**src/rtl/preg_tracker_pkg.sv**
```systemverilog
// Shared physical-register constants and request type for rename, issue and writeback.
package preg_tracker_pkg;
    localparam int NUM_PREGS = 30;
    localparam int PREG_W    = 5;
    localparam int NUM_ARCH  = 4;
    localparam int CNT_W     = PREG_W + 1;

    typedef struct packed {
        logic              vld;
        logic [PREG_W-1:0] preg;
    } preg_req_t;
endpackage

```
**src/rtl/preg_free_fifo.sv**
```systemverilog
// Circular free-list FIFO with non-power-of-two wrap and reset-loaded contents.
module preg_free_fifo #(
    parameter int DEPTH     = 30,
    parameter int W         = 5,
    parameter int INIT_BASE = 4,
    parameter int INIT_N    = 26
) (
    input  logic         clk,
    input  logic         rst,
    input  logic         push,
    input  logic [W-1:0] push_data,
    input  logic         pop,
    output logic [W-1:0] head_data,
    output logic [W:0]   count
);
    logic [DEPTH-1:0][W-1:0] mem;
    logic [W-1:0]            head;
    logic [W-1:0]            tail;

    // Pointers wrap by explicit compare since DEPTH need not be a power of two.
    function automatic logic [W-1:0] nxt(input logic [W-1:0] p);
        return (p == W'(DEPTH - 1)) ? '0 : p + 1'b1;
    endfunction

    assign head_data = mem[head];

    // Storage, pointers and occupancy; reset loads INIT_BASE.. in ascending order.
    always_ff @(posedge clk or negedge rst) begin
        if (!rst) begin
            for (int i = 0; i < DEPTH; i++)
                mem[i] <= (i < INIT_N) ? W'(INIT_BASE + i) : '0;
            head  <= '0;
            tail  <= W'(INIT_N % DEPTH);
            count <= (W+1)'(INIT_N);
        end else begin
            if (push) begin
                mem[tail] <= push_data;
                tail      <= nxt(tail);
            end
            if (pop)
                head <= nxt(head);
            case ({push, pop})
                2'b10:   count <= count + 1'b1;
                2'b01:   count <= count - 1'b1;
                default: count <= count;
            endcase
        end
    end
endmodule

```
**src/rtl/preg_tracker.sv**
```systemverilog
// Physical-register free list plus done-flag vector feeding issue-queue wakeup.
module preg_tracker
    import preg_tracker_pkg::*;
(
    input  logic                 clk,
    input  logic                 rst,
    input  logic                 alloc_valid,
    output logic                 alloc_ready,
    output logic [PREG_W-1:0]    alloc_preg,
    input  logic                 wb_valid,
    input  logic [PREG_W-1:0]    wb_preg,
    input  logic                 free_valid,
    input  logic [PREG_W-1:0]    free_preg,
    output logic [NUM_PREGS-1:0] done_flags,
    output logic [CNT_W-1:0]     free_count,
    output logic                 err
);
    preg_req_t wb_req, free_req;
    logic      wb_ok, free_ok, alloc_fire, full, push, err_set;

    assign wb_req   = '{vld: wb_valid,   preg: wb_preg};
    assign free_req = '{vld: free_valid, preg: free_preg};

    // Out-of-range indices are dropped rather than aliased onto a real register.
    assign wb_ok      = wb_req.vld   && ({1'b0, wb_req.preg}   < CNT_W'(NUM_PREGS));
    assign free_ok    = free_req.vld && ({1'b0, free_req.preg} < CNT_W'(NUM_PREGS));
    assign alloc_ready = (free_count != '0);
    assign alloc_fire  = alloc_valid && alloc_ready;
    assign full        = (free_count == CNT_W'(NUM_PREGS));
    // A push into a full list is only safe when an alloc frees a slot the same edge.
    assign push        = free_ok && (!full || alloc_fire);

    assign err_set = (wb_req.vld && !wb_ok) ||
                     (free_req.vld && !free_ok) ||
                     (free_ok && full && !alloc_fire) ||
                     (alloc_fire && wb_ok && (wb_req.preg == alloc_preg));

    preg_free_fifo #(
        .DEPTH    (NUM_PREGS),
        .W        (PREG_W),
        .INIT_BASE(NUM_ARCH),
        .INIT_N   (NUM_PREGS - NUM_ARCH)
    ) u_fifo (
        .clk      (clk),
        .rst      (rst),
        .push     (push),
        .push_data(free_req.preg),
        .pop      (alloc_fire),
        .head_data(alloc_preg),
        .count    (free_count)
    );

    // Done flags: alloc clears, writeback sets; clear wins on a same-register collision.
    always_ff @(posedge clk or negedge rst) begin
        if (!rst) begin
            done_flags <= '1;
        end else begin
            for (int i = 0; i < NUM_PREGS; i++) begin
                if (alloc_fire && (alloc_preg == PREG_W'(i)))
                    done_flags[i] <= 1'b0;
                else if (wb_ok && (wb_req.preg == PREG_W'(i)))
                    done_flags[i] <= 1'b1;
            end
        end
    end

    // Sticky protocol error, cleared only by reset.
    always_ff @(posedge clk or negedge rst) begin
        if (!rst)         err <= 1'b0;
        else if (err_set) err <= 1'b1;
    end
endmodule

```
**config.mk**
```make
export PLATFORM = sky130hd
export DESIGN_NAME = preg_tracker
export DESIGN_NICKNAME = d
export VERILOG_FILES = /design/src/rtl/preg_tracker_pkg.sv /design/src/rtl/preg_free_fifo.sv /design/src/rtl/preg_tracker.sv
export SDC_FILE = /design/constraint.sdc
export NUM_CORES = 1
export LEC_CHECK = 0
export ABC_AREA = 1
export CELL_PAD_IN_SITES_DETAIL_PLACEMENT = 0
export CELL_PAD_IN_SITES_GLOBAL_PLACEMENT = 1
export CORE_ASPECT_RATIO = 0.8
export CORE_MARGIN = 2
export CORE_UTILIZATION = 48
export DETAILED_ROUTE_END_ITERATION = 6
export PLACE_DENSITY_LB_ADDON = 0.1
export REMOVE_ABC_BUFFERS = 1
export SYNTH_ARGS = -nofsm -noshare
export SYNTH_HDL_FRONTEND = slang
export SYNTH_SLANG_ARGS = --single-unit
```
**constraint.sdc**
```tcl
create_clock -name clk -period 7.7 [get_ports clk]
set_input_delay 1.54 -clock clk [delete_from_list [all_inputs] [get_ports clk]]
set_output_delay 1.54 -clock clk [all_outputs]
set_load 0.005 [all_outputs]
```
# Word-level counts from Yosys, hierarchy flattened
# Cells that the tools add are included.
dict set report classes {
  eq_ne 64
  multipliers 0
  bitwise 0
  reduce_logical 113
  n_shift 0
  mux 68
  n_lt_le_gt_ge 5
  n_addsub 4
  n_div 0
}
# op count
set op_table {}
lappend op_table {{150-bit bitwise mux} 1}
lappend op_table {{5-bit equality test, second input constant} 30}
lappend op_table {{5-bit by 4-bit equality test with 1-bit output, second input constant} 16}
lappend op_table {{1-bit logical AND} 71}
lappend op_table {{2-bit nonzero test} 31}
lappend op_table {{1-bit two-way mux} 60}
lappend op_table {{5-bit by 3-bit equality test with 1-bit output, second input constant} 8}
lappend op_table {{5-bit binary-select mux with 5-bit select} 1}
lappend op_table {{5-bit demux with 5-bit select} 1}
lappend op_table {{5-bit by 2-bit equality test with 1-bit output, second input constant} 4}
lappend op_table {{5-bit two-way mux} 4}
lappend op_table {{5-bit by 6-bit less-than comparator with 1-bit output, second input constant} 2}
lappend op_table {{6-bit one-hot mux with 2 select lines} 1}
lappend op_table {{5-bit by 1-bit adder with 5-bit output, second input constant} 2}
lappend op_table {{5-bit by 1-bit equality test with 1-bit output, second input constant} 2}
lappend op_table {{5-bit logical NOT} 2}
lappend op_table {{5-bit less-than comparator, second input constant} 2}
lappend op_table {{6-bit by 1-bit adder with 6-bit output, second input constant} 1}
lappend op_table {{6-bit by 5-bit equality test with 1-bit output, second input constant} 1}
lappend op_table {{6-bit nonzero test} 1}
lappend op_table {{6-bit by 1-bit subtractor with 6-bit output, second input constant} 1}
lappend op_table {{5-bit equality test} 1}
lappend op_table {{5-bit by 1-bit >= comparator with 1-bit output, second input constant} 1}
lappend op_table {{1-bit logical NOT} 4}
lappend op_table {{other kinds (3)} 6}
dict set report totals {
  mem_bits_rw 0
  latch_bits 0
  wordCells 318
  memories 0
  regBits 197
  rom_bits 0
}

# Logic depth before layout (Yosys ltp)
# Gate-level depths: netlist (run 1).
dict set report logic_depth {
  depth_word 7
  ltp_mapped 19
  depth_no_buf 16
}

# Modules after synthesis
# Synthesis (run 1) repeated with hierarchy kept, for this count alone.
dict set report unflattened {
  cells_unflattened 1252
  hier_area_um2 9830.7
}
# module cells_per_inst area_each_um2 seq_area_each_um2 n_inst
set modules_own_cells {}
lappend modules_own_cells {preg_free_fifo 1010 8005.2 4245.3 1}
lappend modules_own_cells {preg_tracker 242 1825.5 813.3 1}

# Least setup slack after synthesis (run 1)
# Ideal clock, no wire load.
dict set report synth_path {
  kind {input to register}
  from {input port alloc_valid}
  to {register u_fifo.count[4]}
  cell_stages 12
  path_buffers 1
  arrival_ns 3.318
  t_required_ns 7.609
  slack_ns 4.291
  path_cell_list {nand2_1 > inv_1 > ha_1 > clkbuf_1 > xnor2_1 > inv_1 > ha_1 > a21oi_1 > or2_2 > o22ai_1 > xor2_1 > o21ai_0}
}
dict set report synth_via {
  elab_chain_len 5
  elab_cells_between_ends 7
  classes_between {2 x eq/ne; 1 x mux; 4 x reduce/logical}
}
# element line_no
set synth_rtl {}
lappend synth_rtl {{from (decl)} preg_tracker.sv:7} ;# input logic alloc_valid,
lappend synth_rtl {{1-bit logical AND *} preg_tracker.sv:28} ;# assign alloc_fire = alloc_valid && alloc_ready;
lappend synth_rtl {{net alloc_fire} preg_tracker.sv:19} ;# logic wb_ok, free_ok, alloc_fire, full, push, err_set;
lappend synth_rtl {{1-bit logical OR} preg_tracker.sv:31} ;# assign push = free_ok && (!full || alloc_fire);
lappend synth_rtl {{1-bit logical AND} preg_tracker.sv:31}
lappend synth_rtl {{2-bit by 1-bit equality test with 1-bit output / 2-bit equality test (equally long branches)} preg_free_fifo.sv:42} ;# case ({push, pop})
lappend synth_rtl {{6-bit one-hot mux with 2 select lines / 2-bit nonzero test (equally long branches)} n/a}
lappend synth_rtl {{to (signal assigned)} preg_free_fifo.sv:43} ;# 2'b10: count <= count + 1'b1;
lappend synth_rtl {{to (signal assigned)} preg_free_fifo.sv:44} ;# 2'b01: count <= count - 1'b1;
lappend synth_rtl {{to (signal assigned)} preg_free_fifo.sv:45} ;# default: count <= count;
lappend synth_rtl {{to (decl)} preg_free_fifo.sv:14} ;# output logic [W:0] count
# Mark *: on every way through the listed nets, which the timed path passes. The rest lies on a longest branch.
# A chain may end at the register's enable or synchronous reset.

# Worst setup path in the final report (run 1)
dict set report layout_path {
  from {register u_fifo.head[1]}
  to {output port alloc_preg[3]}
}
dict set report layout_via {
  elab_chain_len 2
}
# element line_no
set layout_rtl {}
lappend layout_rtl {{from (decl)} preg_free_fifo.sv:17} ;# logic [W-1:0] head;
lappend layout_rtl {{from (signal assigned)} preg_free_fifo.sv:41} ;# head <= nxt(head);
lappend layout_rtl {{5-bit binary-select mux with 5-bit select} preg_free_fifo.sv:25} ;# assign head_data = mem[head];
lappend layout_rtl {{5-bit two-way mux (not written as such)} preg_free_fifo.sv:25}
lappend layout_rtl {{to (decl)} preg_tracker.sv:9} ;# output logic [PREG_W-1:0] alloc_preg,
# Every way passes these cells. The select of a mux whose other input is x is not followed.

==> results of run 1 <==
cell families (layout without fill, tap and decap cells):
| kind of cell | after synthesis | count (layout) | synth area share |
|---|---|---|---|
| flops | 197 | 197 | 0.495 |
| fa+ha+maj | 9 | 9 | 0.0110 |
| compound gates | 215 | 215 | 0.107 |
| xor+xnor | 9 | 9 | 0.00772 |
| simple gates | 693 | 693 | 0.283 |
| buf+inv | 230 | 275 | 0.0963 |
power groups by stage:
stage               clock network, W  logic (W)  registers, W
floorplan                          0    0.00141       0.00192
global placement                   0    0.00221       0.00193
detailed placement                 0    0.00223       0.00193
CTS                         0.000959    0.00223       0.00192
global route                0.000999    0.00253       0.00198
finish                      0.000939    0.00223       0.00193
per-stage QoR:
step,util,power (W)
after floorplan,-,0.00333
after global placement,0.524,0.00414
after detailed placement,0.524,0.00416
after CTS,0.553,0.00512
after global routing,0.553,0.00551
final,0.553,0.00509
worst max-delay path by stage:
stage	start	slack [ps]	depth (start not counted)	end
global placement	u_fifo.head[0]	3700	10	alloc_preg[1]
detailed placement	u_fifo.head[1]	3670	9	alloc_preg[3]
finish	u_fifo.head[1]	3180	9	alloc_preg[3]
global route	u_fifo.head[0]	3010	10	alloc_preg[2]
floorplan	u_fifo.head[0]	3390	8	alloc_preg[1]
CTS	u_fifo.head[1]	3190	9	alloc_preg[3]
cells in the mapped netlist:
library cell,number,share of area
nand2_1,469,0.17
inv_1,170,0.062
o21ai_0,163,0.080
nand3_1,114,0.056
dfstp_2,103,0.27
dfrtp_1,94,0.23
nor2_1,73,0.027
o21ai_1,28,0.014
clkbuf_1,26,0.0096
a21oi_1,17,0.0083
buf_4,9,0.0066
ha_1,9,0.011
nor3_1,9,0.0044
buf_2,8,0.0039
buf_6,8,0.0088
nor2_4,7,0.0077
xnor2_1,6,0.0051
inv_2,5,0.0018
nand2_2,5,0.0031
nand2_4,5,0.0055
o22ai_1,5,0.0031
nand4_1,3,0.0018
nor2_2,3,0.0018
nor4_1,3,0.0018
xor2_1,3,0.0026
inv_4,2,0.0012
a221oi_1,1,0.00086
a2bb2oi_1,1,0.00086
buf_8,1,0.0015
clkinv_1,1,0.00037
nand3_2,1,0.00098
or2_2,1,0.00061
cell type report:
type | count | area, um2 | share of cell area
timing repair buffer | 65 | 634 | 0.0553
clock buffer | 19 | 433 | 0.0377
inverter | 178 | 673 | 0.0586
multi-input combinational | 926 | 4170 | 0.363
sequential | 197 | 5060 | 0.441
tap | 269 | 337 | 0.0293
clock inverter | 13 | 171 | 0.0149
sequential cells by signal, indices dropped and copies added (netlist names):
register,cells
done_flags,30
err,1
u_fifo.count,6
u_fifo.head,5
u_fifo.mem,150
u_fifo.tail,5
layer usage:
layer  part of all wire  global-route usage
met1               0.50               0.390
met2               0.44               0.382
met3              0.048              0.0475
met4             0.0097              0.0546
met5                  0                   0
worst max-delay path, cell delays in order (launching register included):
cell             delay (ps)
dfrtp_1                 360
buf_4                   270
inv_2                   560
nand3_1                 200
nand2_1                 120
a21oi_1                  80
nand2_1                 210
nand2_4                 110
inv_2                   100
clkdlybuf4s50_1         510
==> impl_metrics.yaml, run 1 <==
hold_path:
  min_to: "u_fifo.mem[63]"
  hp-class: "flop to flop"
  worstHoldStart: "u_fifo.mem[63]"
  min_path_cells: 2
setup_path:
  critPathArrivalTime_ps: 2980
  r2r-start: "u_fifo.count[2]"
  crit_path_start_kind: "flop"
  rr_worst_depth: 13
  rr_endpoint: "u_fifo.count[4]"
  critPathMaxFanout: 34
  rrSetupSlack_ps: 4820
  worst_ep_required_time_ps: 6160
  critPathKind: "flop to output port"
  cp-end-kind: "output port"
sta:
  worst_slack_ps: 3180
  finalSetupTns_ps: 0
  post-route-min-period_ps: 4520
  tightest_slew_ps: 1050
  clock_skew_ps: 18.8
  max_slew_margin: 0.301
  hold_slack_ps: 487
  clock.fmax_mhz: 221
  rsz0062_at_grt: "no"
  setup_violations: 0
  hold_viol: 0
  final_max_slew_viol_count: 0
  period_share: 0.587
finish:
  final_common_cell: "nand2_1"
  insertedDiodeCount: 0
  postLayoutCellArea_mm2: 0.0115
  finalNonFillerCells: 1667
  fillers: 2013
  drive_gt1_frac: 0.123
  fin_nets: 1409
  areaGrowthSynthToFinish_pct: 12.4
  layout_common_cells: "nand2_1 (469), inv_1 (170), o21ai_0 (163), nand3_1 (114), dfstp_2 (103)"
drt:
  wire_per_inst_um: 16.5
  drc: 0
  avgViaCountPerCell: 5.17
  drt-total-wl_um: 27500
  dr.pass1.iters: 6
  ant_nets: 0
  num_vias: 8619
  drtIter0Drc: 737
power_and_ir_drop:
  p_sw_frac: 0.417
  p_leak_nw: 5.34
  switchingPower_w: 0.00212
  ir_drop_mv: 0.203
  combPwrFrac: 0.437
  power.share.clock: 0.184
  p_int_w: 0.00297
  p_per_area_mw_per_mm2: 444
  p_seq_frac: 0.378
floorplanning:
  start_util: 0.492
  die_y_um: 134
  rows: 47
  io_pins: 58
  fp.dieArea_mm2: 0.0225
  die_w_um: 167
  core_mm2: 0.0208
synthesis:
  syn_inst: 1353
  postSynthAreaPerCell_um2: 7.55
  seq_area_frac_synth: 0.495
  ys_warn_count: 0
  ys_ff_latch: 197
  syn_area_mm2: 0.0102
  yosysUniqueCellTypes: 32
placed_design:
  place_area_mm2: 0.0109
  portBuffers: 57
  gp_congestion: 0.840
  post-place-ws_ps: 3670
  place_inst: 1635
  dp_hpwl_um: 17800
status:
  status: "complete, no violations"
grt:
  grtUsageTotal: 0.256
  antenna_found_initial: 0
  grt_pass1_vias: 8242
  grt_max_degree: 118
  grt.overflow.total: 0
  grt_pass1_wl_um: 45500
cts:
  cts_made_buffers: 17
  clock-sinks: 197
  ctsResizeCount: 0
  clk_latency_ps: 450
  clk_pin_slew_ps: 70
  hold_buffers: 0
  root_buffer: "clkbuf_16"
  cts_tree: "done"
  clock_path_buffers: 2
  htree_levels: 4
  post_cts_buffers: 0
run:
  maxCapViolCount: 0
Note: power is estimated with default switching activity, not from simulation.
==> inputs of run 2 (changes only) <==
--- a/config.mk
+++ b/config.mk
@@ -10,7 +10,7 @@
 export CELL_PAD_IN_SITES_GLOBAL_PLACEMENT = 1
 export CORE_ASPECT_RATIO = 0.8
 export CORE_MARGIN = 2
-export CORE_UTILIZATION = 48
+export CORE_UTILIZATION = 45
 export DETAILED_ROUTE_END_ITERATION = 6
 export PLACE_DENSITY_LB_ADDON = 0.1
 export REMOVE_ABC_BUFFERS = 1
==> constraint.sdc (replaced) <==
create_clock -name clk -period 4.4 [get_ports clk]
set_input_delay 0.88 -clock clk [delete_from_list [all_inputs] [get_ports clk]]
set_output_delay 0.88 -clock clk [all_outputs]
set_load 0.005 [all_outputs]
==> run 2 against run 1 <==
Against the previous run:
- final area is 0.59% higher
- die area is 6.5% higher
- sequential cell count stayed put
- critical path type unchanged
- critical endpoint is now alloc_preg[0]
- highest routed layer unchanged
==> impl_metrics.yaml, run 2 (same netlist as run 1, synthesis figures left out) <==
status:
  status: "complete, no violations"
setup_path:
  r2r-start: "u_fifo.count[2]"
  rrSetupSlack_ps: 1520
  rr_endpoint: "u_fifo.count[4]"
  worst_ep_required_time_ps: 3520
  crit_path_start_kind: "flop"
  rr_worst_depth: 13
  cp-end-kind: "output port"
  critPathMaxFanout: 14
  critPathKind: "flop to output port"
  critPathArrivalTime_ps: 2980
sta:
  final_max_slew_viol_count: 0
  tightest_slew_ps: 1100
  finalSetupTns_ps: 0
  period_share: 0.876
  hold_viol: 0
  max_slew_margin: 0.263
  clock.fmax_mhz: 259
  rsz0062_at_grt: "no"
  post-route-min-period_ps: 3860
  setup_violations: 0
  worst_slack_ps: 545
  clock_skew_ps: 9.88
cts:
  ctsResizeCount: 0
  hold_buffers: 0
  htree_levels: 4
  clk_pin_slew_ps: 80
  cts_made_buffers: 17
  cts_tree: "done"
  post_cts_buffers: 0
  clock_path_buffers: 2
  root_buffer: "clkbuf_16"
  clock-sinks: 197
  clk_latency_ps: 440
finish:
  areaGrowthSynthToFinish_pct: 13.1
  final_util: 0.516
  top_regs: "u_fifo.mem: 150 flops, done_flags: 30 flops, u_fifo.count: 6 flops"
  top_register: "u_fifo.mem"
  drive_gt1_frac: 0.126
  postLayoutCellArea_mm2: 0.0115
  fin_nets: 1411
  insertedDiodeCount: 0
  final_common_cell: "nand2_1"
  largest_reg_flops: 150
  layout_common_cells: "nand2_1 (469), inv_1 (170), o21ai_0 (163), nand3_1 (114), dfstp_2 (103)"
grt:
  grt_pass1_wl_um: 44500
  grtUsageTotal: 0.240
  grt_max_degree: 90
  antenna_found_initial: 0
  grt.overflow.total: 0
  grt_pass1_vias: 8096
floorplanning:
  die_w_um: 172
  core_mm2: 0.0224
  io_pins: 58
  rows: 49
  fp.dieArea_mm2: 0.0239
  start_util: 0.456
  die_y_um: 139
hold_path:
  hp-class: "flop to flop"
  min_path_cells: 2
  min_to: "u_fifo.mem[27]"
  worstHoldStart: "u_fifo.mem[27]"
placed_design:
  post-place-ws_ps: 951
  dp_hpwl_um: 17800
  place_area_mm2: 0.0109
  gp_congestion: 0.870
  portBuffers: 57
power_and_ir_drop:
  switchingPower_w: 0.00368
  combPwrFrac: 0.439
  p_seq_frac: 0.380
  p_per_area_mw_per_mm2: 767
  p_leak_nw: 5.36
  power.share.clock: 0.181
  p_int_w: 0.00518
  p_sw_frac: 0.416
  ir_drop_mv: 0.512
drt:
  drtIter0Drc: 683
  wire_per_inst_um: 16.0
  drc: 0
  avgViaCountPerCell: 4.97
  ant_nets: 0
  dr.pass1.iters: 5
  num_vias: 8483
  drt-total-wl_um: 27300
run:
  maxCapViolCount: 0
-- run 2: power by group through the flow --
stage	Combinational (W)	Clock (W)	Sequential, W
floorplan	0.00247	0	0.00335
global placement	0.00387	0	0.00338
detailed placement	0.00390	0	0.00338
CTS	0.00392	0.00164	0.00336
global route	0.00442	0.00172	0.00347
finish	0.00389	0.00160	0.00337
-- run 2: worst max path at each step --
| stage | startpoint | to | slack [ps] | depth (start not counted) |
|---|---|---|---|---|
| final | u_fifo.head[2] | alloc_preg[0] | 540 | 9 |
| after global routing | u_fifo.head[0] | alloc_preg[0] | 400 | 10 |
| after CTS | u_fifo.head[0] | alloc_preg[3] | 540 | 9 |
| after detailed placement | alloc_valid | u_fifo.mem[28] | 950 | 7 |
| after global placement | alloc_valid | u_fifo.mem[25] | 990 | 7 |
| after floorplan | u_fifo.head[0] | alloc_preg[1] | 750 | 8 |
-- run 2: per-stage QoR --
| step | cells | hold slack (ps) | total power (W) |
|---|---|---|---|
| after floorplan | 1301 | 448 | 0.00583 |
| after CTS | 1706 | 490 | 0.00892 |
| after global placement | 1674 | 466 | 0.00725 |
| after global routing | 1706 | 499 | 0.00961 |
| final | 1706 | 485 | 0.00886 |
| after detailed placement | 1674 | 473 | 0.00728 |
-- run 2: cell type report --
type | count | area [um2]
Clock inverter | 13 | 145
Sequential cell | 197 | 5060
Timing Repair Buffer | 67 | 662
Multi-Input combinational cell | 926 | 4170
Clock buffer | 19 | 453
Inverter | 178 | 673
Fill cell | 2205 | 10800
Tap cell | 306 | 383
-- run 2: worst max-delay path, stage by stage (launching register included) --
cell	delay, ps
dfrtp_1	720
nand2_1	310
nor2_4	290
nand2_1	100
nand2_1	80
a21oi_1	70
nand2_1	230
nand2_4	110
inv_2	110
clkdlybuf4s50_1	510
-- run 2: metal layers --
metal  global-route usage  part of all wire  vias to the layer above
met5                    0                 0                        -
met4               0.0562             0.011                        0
met3               0.0368             0.032                       23
met2                0.361              0.45                      138
met1                0.364              0.51                     4010
li1                     -                 -                     4312
